`config.mk`:
```
export PLATFORM = sky130hd
export DESIGN_NAME = instr_fetch_unit
export DESIGN_NICKNAME = d
export VERILOG_FILES = /design/src/rtl/rv_pkg.sv /design/src/rtl/imem_array.sv /design/src/rtl/instr_fetch_unit.sv
export SDC_FILE = /design/constraint.sdc
export NUM_CORES = 2
export LEC_CHECK = 0
export BUFFER_PORTS_ARGS = -buffer_cell sky130_fd_sc_hd__buf_4
export CORE_ASPECT_RATIO = 0.5
export CORE_MARGIN = 4
export CORE_UTILIZATION = 67
export DETAILED_ROUTE_END_ITERATION = 8
export PLACE_DENSITY = 0.84
export SLEW_MARGIN = 25
export SYNTH_ARGS = -nofsm -noshare
export SYNTH_HDL_FRONTEND = slang
export SYNTH_SLANG_ARGS = --single-unit
```
`constraint.sdc`:
```
create_clock -name clk -period 10.6 [get_ports clk]
set_input_delay 0.53 -clock clk [delete_from_list [all_inputs] [get_ports clk]]
set_output_delay 0.53 -clock clk [all_outputs]
set_load 0.01 [all_outputs]
```
`src/rtl/rv_pkg.sv`:
```
// rv_pkg: shared RISC-V core types and constants used by the fetch stage.
package rv_pkg;
  localparam int XLEN = 32;
  localparam logic [31:0] RV_NOP = 32'h00000013;
  localparam logic [1:0] WORD_OFF_MASK = 2'b11;
  typedef enum logic [1:0] {FETCH_IDLE, FETCH_RUN, FETCH_FAULT} fetch_state_e;
endpackage

```
`src/rtl/imem_array.sv`:
```
// imem_array: word-organised instruction store, one write port, registered read port.
module imem_array #(
  parameter int DEPTH_WORDS = 64,
  parameter int AW = $clog2(DEPTH_WORDS)
) (
  input  logic          clk,
  input  logic          we_i,
  input  logic [AW-1:0] waddr_i,
  input  logic [31:0]   wdata_i,
  input  logic          re_i,
  input  logic [AW-1:0] raddr_i,
  output logic [31:0]   rdata_o
);
  logic [31:0] mem_q [DEPTH_WORDS];
  always_ff @(posedge clk) begin
    if (we_i) mem_q[waddr_i] <= wdata_i;
    if (re_i) rdata_o <= mem_q[raddr_i];
  end
endmodule

```
`src/rtl/instr_fetch_unit.sv`:
```
// instr_fetch_unit: owns the PC and instruction memory, streams {pc, instr} to decode
// with one-cycle redirect and a sticky fault on misaligned/out-of-range fetches.
module instr_fetch_unit
  import rv_pkg::*;
#(
  parameter int XLEN = rv_pkg::XLEN,
  parameter int DEPTH_WORDS = 64,
  parameter logic [XLEN-1:0] RESET_PC = '0
) (
  input  logic                           clk,
  input  logic                           reset,
  input  logic                           load_en,
  input  logic [$clog2(DEPTH_WORDS)-1:0] load_addr,
  input  logic [31:0]                    load_data,
  input  logic                           run,
  input  logic                           redirect_valid,
  input  logic [XLEN-1:0]                redirect_pc,
  output logic                           out_valid,
  input  logic                           out_ready,
  output logic [XLEN-1:0]                out_pc,
  output logic [31:0]                    out_instr,
  output logic                           fault
);
  localparam int AW = $clog2(DEPTH_WORDS);
  fetch_state_e    state_q;
  logic [XLEN-1:0] pc_q;
  logic [XLEN-1:0] out_pc_q;
  logic            out_valid_q;
  logic            fault_q;
  logic            primed_q;
  logic [31:0]     rdata;
  logic            legal;
  logic            slot_free;
  logic            fetch;
  assign legal = ((pc_q[1:0] & WORD_OFF_MASK) == 2'b00) && ((pc_q >> (AW + 2)) == '0);
  assign slot_free = !out_valid_q || out_ready;
  assign fetch = (state_q == FETCH_RUN) && run && !redirect_valid && slot_free && legal;
  imem_array #(.DEPTH_WORDS(DEPTH_WORDS)) u_imem (
    .clk     (clk),
    .we_i    (load_en && (state_q == FETCH_IDLE)),
    .waddr_i (load_addr),
    .wdata_i (load_data),
    .re_i    (fetch),
    .raddr_i (pc_q[AW+1:2]),
    .rdata_o (rdata)
  );
  always_ff @(posedge clk or negedge reset) begin
    if (!reset) begin
      state_q     <= FETCH_IDLE;
      pc_q        <= RESET_PC;
      out_pc_q    <= '0;
      out_valid_q <= 1'b0;
      fault_q     <= 1'b0;
      primed_q    <= 1'b0;
    end else begin
      case (state_q)
        FETCH_IDLE: begin
          if (redirect_valid) pc_q <= redirect_pc;
          if (run) state_q <= FETCH_RUN;
        end
        FETCH_RUN: begin
          if (redirect_valid || !run) begin
            out_valid_q <= 1'b0;
            if (redirect_valid) pc_q <= redirect_pc;
            if (!run) state_q <= FETCH_IDLE;
          end else if (slot_free) begin
            if (legal) begin
              out_pc_q    <= pc_q;
              out_valid_q <= 1'b1;
              pc_q        <= pc_q + XLEN'(4);
              primed_q    <= 1'b1;
            end else begin
              state_q     <= FETCH_FAULT;
              fault_q     <= 1'b1;
              out_valid_q <= 1'b0;
            end
          end
        end
        FETCH_FAULT: begin
          if (redirect_valid) begin
            pc_q    <= redirect_pc;
            fault_q <= 1'b0;
            state_q <= run ? FETCH_RUN : FETCH_IDLE;
          end
        end
        default: state_q <= FETCH_IDLE;
      endcase
    end
  end
  // The read register has no reset, so hide its stale contents until a real fetch lands.
  assign out_instr = primed_q ? rdata : '0;
  assign out_pc    = out_pc_q;
  assign out_valid = out_valid_q;
  assign fault     = fault_q;
endmodule

```
Word level (Yosys, flattened, before mapping)
Memories as Yosys holds them, arrays and structs flattened. A register that Yosys moved wholly into a read port is not among the register bits. Cells that the tools add are included.

Flip-flop bits (word level): 69. Bits in latches: 0. Memory bits (writable): 2048. Memory bits (read-only): 0. Output and inout port bits: 66. Word-level logic and storage cells: 67. Memories kept: 1.

Memories: u_imem.mem_q (depth 64, bits a word 32, read ports 1, clocked after Yosys merged registers in 1, wr ports 1, RTL line imem_array.sv:14) `logic [31:0] mem_q [DEPTH_WORDS];`.

$add $sub $neg: 1. Multipliers: 0. Div/mod/pow operators: 0. Order comparisons: 0. Equal/unequal tests: 11. Shifts and indexed selects: 0. Muxes and demuxes: 24. Bitwise operators: 1. Reductions and logical operators: 23.

Operators by type and width (number): 32-bit 2-to-1 mux (5); 32-bit case mux with 2 select lines (1); 32-bit by 3-bit adder with 32-bit output (second input constant) (1); 32-bit zero test (1); 2-bit 2-to-1 mux (6); 1-bit 2-to-1 mux (10); 2-bit inequality test (second input constant) (5); 5-bit AND reduction (2); 3-bit by 2-bit inequality test with 1-bit output (second input constant) (3); 1-bit logical AND (6); 2-bit case mux with 3 select lines (1); 2-bit nonzero test (3); 2-bit zero test (2); 4-bit AND reduction (1); 1-bit zero test (3); 3-bit inequality test (second input constant) (1); 3-bit AND reduction (1); 2-bit by 1-bit equality test with 1-bit output (second input constant) (1); 2-bit equality test (second input constant) (1); 1-bit logical OR (2); 1-bit case mux with 2 select lines (1); 2-bit AND reduction (1); 2-bit OR reduction (1); 1-bit inverter (1).

Logic depth before layout (Yosys ltp)
Depth in word-level cells: 6. Mapped depth: 10.

Cells and area by module
Synthesis repeated with hierarchy kept, for this count alone.

Cell total of the unflattened synthesis: 3611. Area, all modules: 82013.7 um^2.

By module, submodules not included: imem_array (instances 1, cells each 3324, area an instance 78835.6 um^2); instr_fetch_unit (instances 1, cells each 287, area an instance 3178.0 um^2).

Least setup slack after synthesis
OpenSTA, ideal clock, no wires.

Path kind: input-to-reg. Start point: input port redirect_valid. End point: register u_imem.rdata_o[0] (read register of u_imem.mem_q), enable pin. Library setup time: 0.501 ns. Arrival time: 4.580 ns. Slack: 5.519 ns. Cell stages on the path: 6. Path through: clkbuf_1 -> nor2b_1 -> nand2_1 -> buf_1 -> buf_1 -> nor4_1.

Longest elaborated chain between the ends: 4.

Ends and longest elaborated chain: from (decl) (RTL line instr_fetch_unit.sv:16) `input logic redirect_valid,`; 1-bit zero test (RTL line instr_fetch_unit.sv:37) `assign fetch = (state_q == FETCH_RUN) && run && !redirect_valid && slot_free && legal;`; 1-bit logical AND (3 in a row) (RTL line instr_fetch_unit.sv:37); named net fetch (RTL line instr_fetch_unit.sv:34) `logic fetch;`; to (decl) (RTL line imem_array.sv:12) `output logic [31:0] rdata_o`.

The timed path passes the listed nets, and every way through them passes these cells. A chain may end at the register's enable or synchronous reset.

==> summary.txt <==
Place
  – Final HPWL DP: 115 mm
  – Final RePlAce weighted congestion: 0.898
  – Pre-CTS WS: 5410 ps
  – DP Area: 85800 um2
  – Port bufs: 141

Synthesis
  – Cells after Synth: 3767
  – Synth async-reset ratio: 0.0321
  – Most common cell in the synthesized netlist: edfxtp_1
  – Flops & latches, synth: 2149
  – Sequential area share after synthesis: 0.779
  – Synthesized area per cell: 21.9 um2
  – Synth top area share: 0.758
  – Top cell type by total area after synthesis: edfxtp_1
  – Area of the mapped netlist: 82400 um2
  – Post-synth EDFFs: 2080
  – Main synth FF type: edfxtp_1
  – Syn Nets: 3844
  – Yosys warns: 0
  – Largest cells by area after synthesis: edfxtp_1, mux4_2, dfrtp_1, mux2i_1, a22oi_1
  – Count of cell types in the netlist: 57
  – Post-synth top cells: edfxtp_1, mux4_2, a22oi_1, nor2_1, mux2i_1

Worst hold path
  – Worst Hold End: pc_q[8]
  – Hold depth: 3
  – Hold crit path type: input pin to flop
  – Hold wc startpoint: redirect_pc[8]

Global routing
  – Number of global-route vias before repair: 46363
  – Total global-route track usage: 0.391
  – First-pass GRT wire length: 352 mm
  – Initial antenna violation count: 20
  – Total grt overflow: 0
  – Largest net degree at the start of global routing: 162

Pwr
  – Max IR drop VDD: 226 uV
  – Pwr Density: 206 nW/um2
  – Power, Total: 18900 uW
  – Leak pwr: 0.0293 uW
  – NetSw: 4800 uW
  – Sequential Power Share: 0.501
  – Logic pwr share: 0.142
  – Clk pwr share: 0.358
  – P_int: 14100 uW
  – Switching share of power: 0.254

Run
  – Max_cap viols: 0

STA
  – RSZ-0062 raised after global routing: no
  – Fin crit share: 0.525
  – Slew headroom: 0.163
  – TNS Setup: 0 ps
  – Fmax achieved: 180 MHz
  – Period minus WS final: 5570 ps
  – Final Hold Viols: 0
  – Post-route setup slack: 5030 ps
  – Max-slew violations: 0
  – Final setup vio count: 0
  – Clk_skew: 30.8 ps
  – Worst-margin pin slew: 1250 ps

Drt
  – Routed WL per cell: 43.7 um
  – TritonRoute pass-1 iters: 9
  – Post-route ant nets: 0
  – DR vias: 46689
  – Via/cell ratio: 8.13
  – Initial DRC Count: 10363
  – DRC viols: 90
  – Drt total wl: 251 mm

Setup path
  – CP Capture Type: flop
  – Crit Path Category: flop to flop
  – Crit-path max FO: 145
  – Startpoint types: flop
  – Worst Path Arrival: 5980 ps
  – R2R Path Start: pc_q[3]
  – R2R cell count: 7
  – CP Data Required Time: 11010 ps
  – R2R Setup Slk: 5030 ps
  – R2r endpoint: u_imem.rdata_o[6]

Cells and area
  – Layout Nets: 4065
  – Fin area: 91700 um2
  – Layout cells sized above 1: 0.278
  – # fillers: 5374
  – Final core occ: 0.756
  – Area Growth Syn to Fin: 11.4%

Floorplan
  – Die X-Extent: 504 um
  – Core Area: 121000 um2
  – Die Height: 256 um
  – Initial Util: 0.679
  – # rows: 90
  – Die ar.: 129000 um2
  – I/O Pins: 142

Clocking
  – CTS tree: done
  – TritonCTS Sinks: 2149
  – Bufs on Longest Clock Path: 3
  – Reg clk slew, reported paths: 80 ps
  – Clock Latency Late Sink: 820 ps
  – Root Buffer: clkbuf_16
  – CTS Buf Count: 173
  – Postcts setup bufs: 0
  – Cts hold-fix bufs: 16
  – H-tree levels: 4
  – CTS resizes: 0

Run status
  – Failing checks: design-rule violations
  – Outcome: finished, violations left
[registers in the layout (all words and copies together) (netlist names)]
name            cells
u_imem.mem_q     2048
out_pc             32
pc_q               32
u_imem.rdata_o     32
state_q             2
fault               1
out_valid           1
primed_q            1
[worst max-delay path by stage]
stage	start	to	slack (ps)	depth (start not counted)
after global routing	pc_q[3]	u_imem.rdata_o[6]	5190	7
after floorplan	redirect_valid	u_imem.rdata_o[0]	5520	6
final	pc_q[3]	u_imem.rdata_o[6]	5030	7
after CTS	pc_q[2]	u_imem.rdata_o[15]	5200	7
after global placement	pc_q[2]	u_imem.rdata_o[6]	5520	7
after detailed placement	pc_q[2]	u_imem.rdata_o[6]	5410	7
[worst max-delay path, stage by stage, from the launching register on]
cell and delay [ps]:
dfrtp_4 1110, buf_4 860, buf_12 710, mux4_2 430, a22oi_1 260, nand2_1 210, o22ai_1 870, o21ai_0 490
[power by group through the flow]
stage | combinational, uW | sequential, uW | clock, uW
6_report | 2680 | 9450 | 6750
5_1_grt | 2770 | 9450 | 7100
4_1_cts | 2550 | 9460 | 6710
3_5_place_dp | 2430 | 9640 | 0
3_3_place_gp | 2360 | 9640 | 0
2_1_floorplan | 1770 | 9570 | 0
[metrics by stage]
step | cells | hold WS (ps)
2_1_floorplan | 3767 | 234
3_3_place_gp | 5404 | 475
3_5_place_dp | 5404 | 476
4_1_cts | 5733 | 16.2
5_1_grt | 5742 | 121
6_report | 5746 | 103
[cell type report]
cell class	instances	area, um2	area share
Clock buffer	222	4730	0.0516
Timing Repair Buffer	258	2070	0.0225
Inverter	3	11.3	0.000123
Tap cell	1610	2010	0.0220
Antenna cell	10	25.0	0.000273
Sequential cell	2149	64200	0.700
Clock inverter	91	932	0.0102
Multi-Input combinational cell	1403	17800	0.194
[layout by cell type, fill, tap and decap left out, types with 24 or more instances in the layout]
cell          n
o22ai_1      27
mux4_2      496
a22oi_1     118
clkbuf_1     37
nand3_1      45
nor2_4       65
buf_4       236
clkinv_1     24
mux2_2       55
edfxtp_1   2080
nand2_1     103
mux2i_1     110
nor2b_1      41
clkbuf_16   182
o21ai_0      61
nor2_1       51
and2_1       37
dfrtp_1      64
clkinv_2     28
a21oi_1      45
[metal layers]
metal / track usage / vias up / wire length (um)
met2: 0.583 / 5930 / 114000
met3: 0.158 / 1327 / 45000
li1: - / 16237 / -
met5: 0 / - / 51
met4: 0.196 / 8 / 16400
met1: 0.509 / 23187 / 75500
[cell families (layout without fill, tap and decap cells)]
| group | count (synthesis) | in the layout | share of synthesized area |
|---|---|---|---|
| AOI/OAI and AO/OA | 334 | 334 | 0.0279 |
| adders and majority gates | 1 | 1 | 0.000152 |
| buffers and inverters | 215 | 574 | 0.0119 |
| DFF | 2149 | 2149 | 0.779 |
| muxes | 664 | 664 | 0.157 |
| other | 0 | 10 | 0 |
| and+or+nand+nor | 404 | 404 | 0.0239 |
Note: power is estimated with default switching activity, not from simulation.
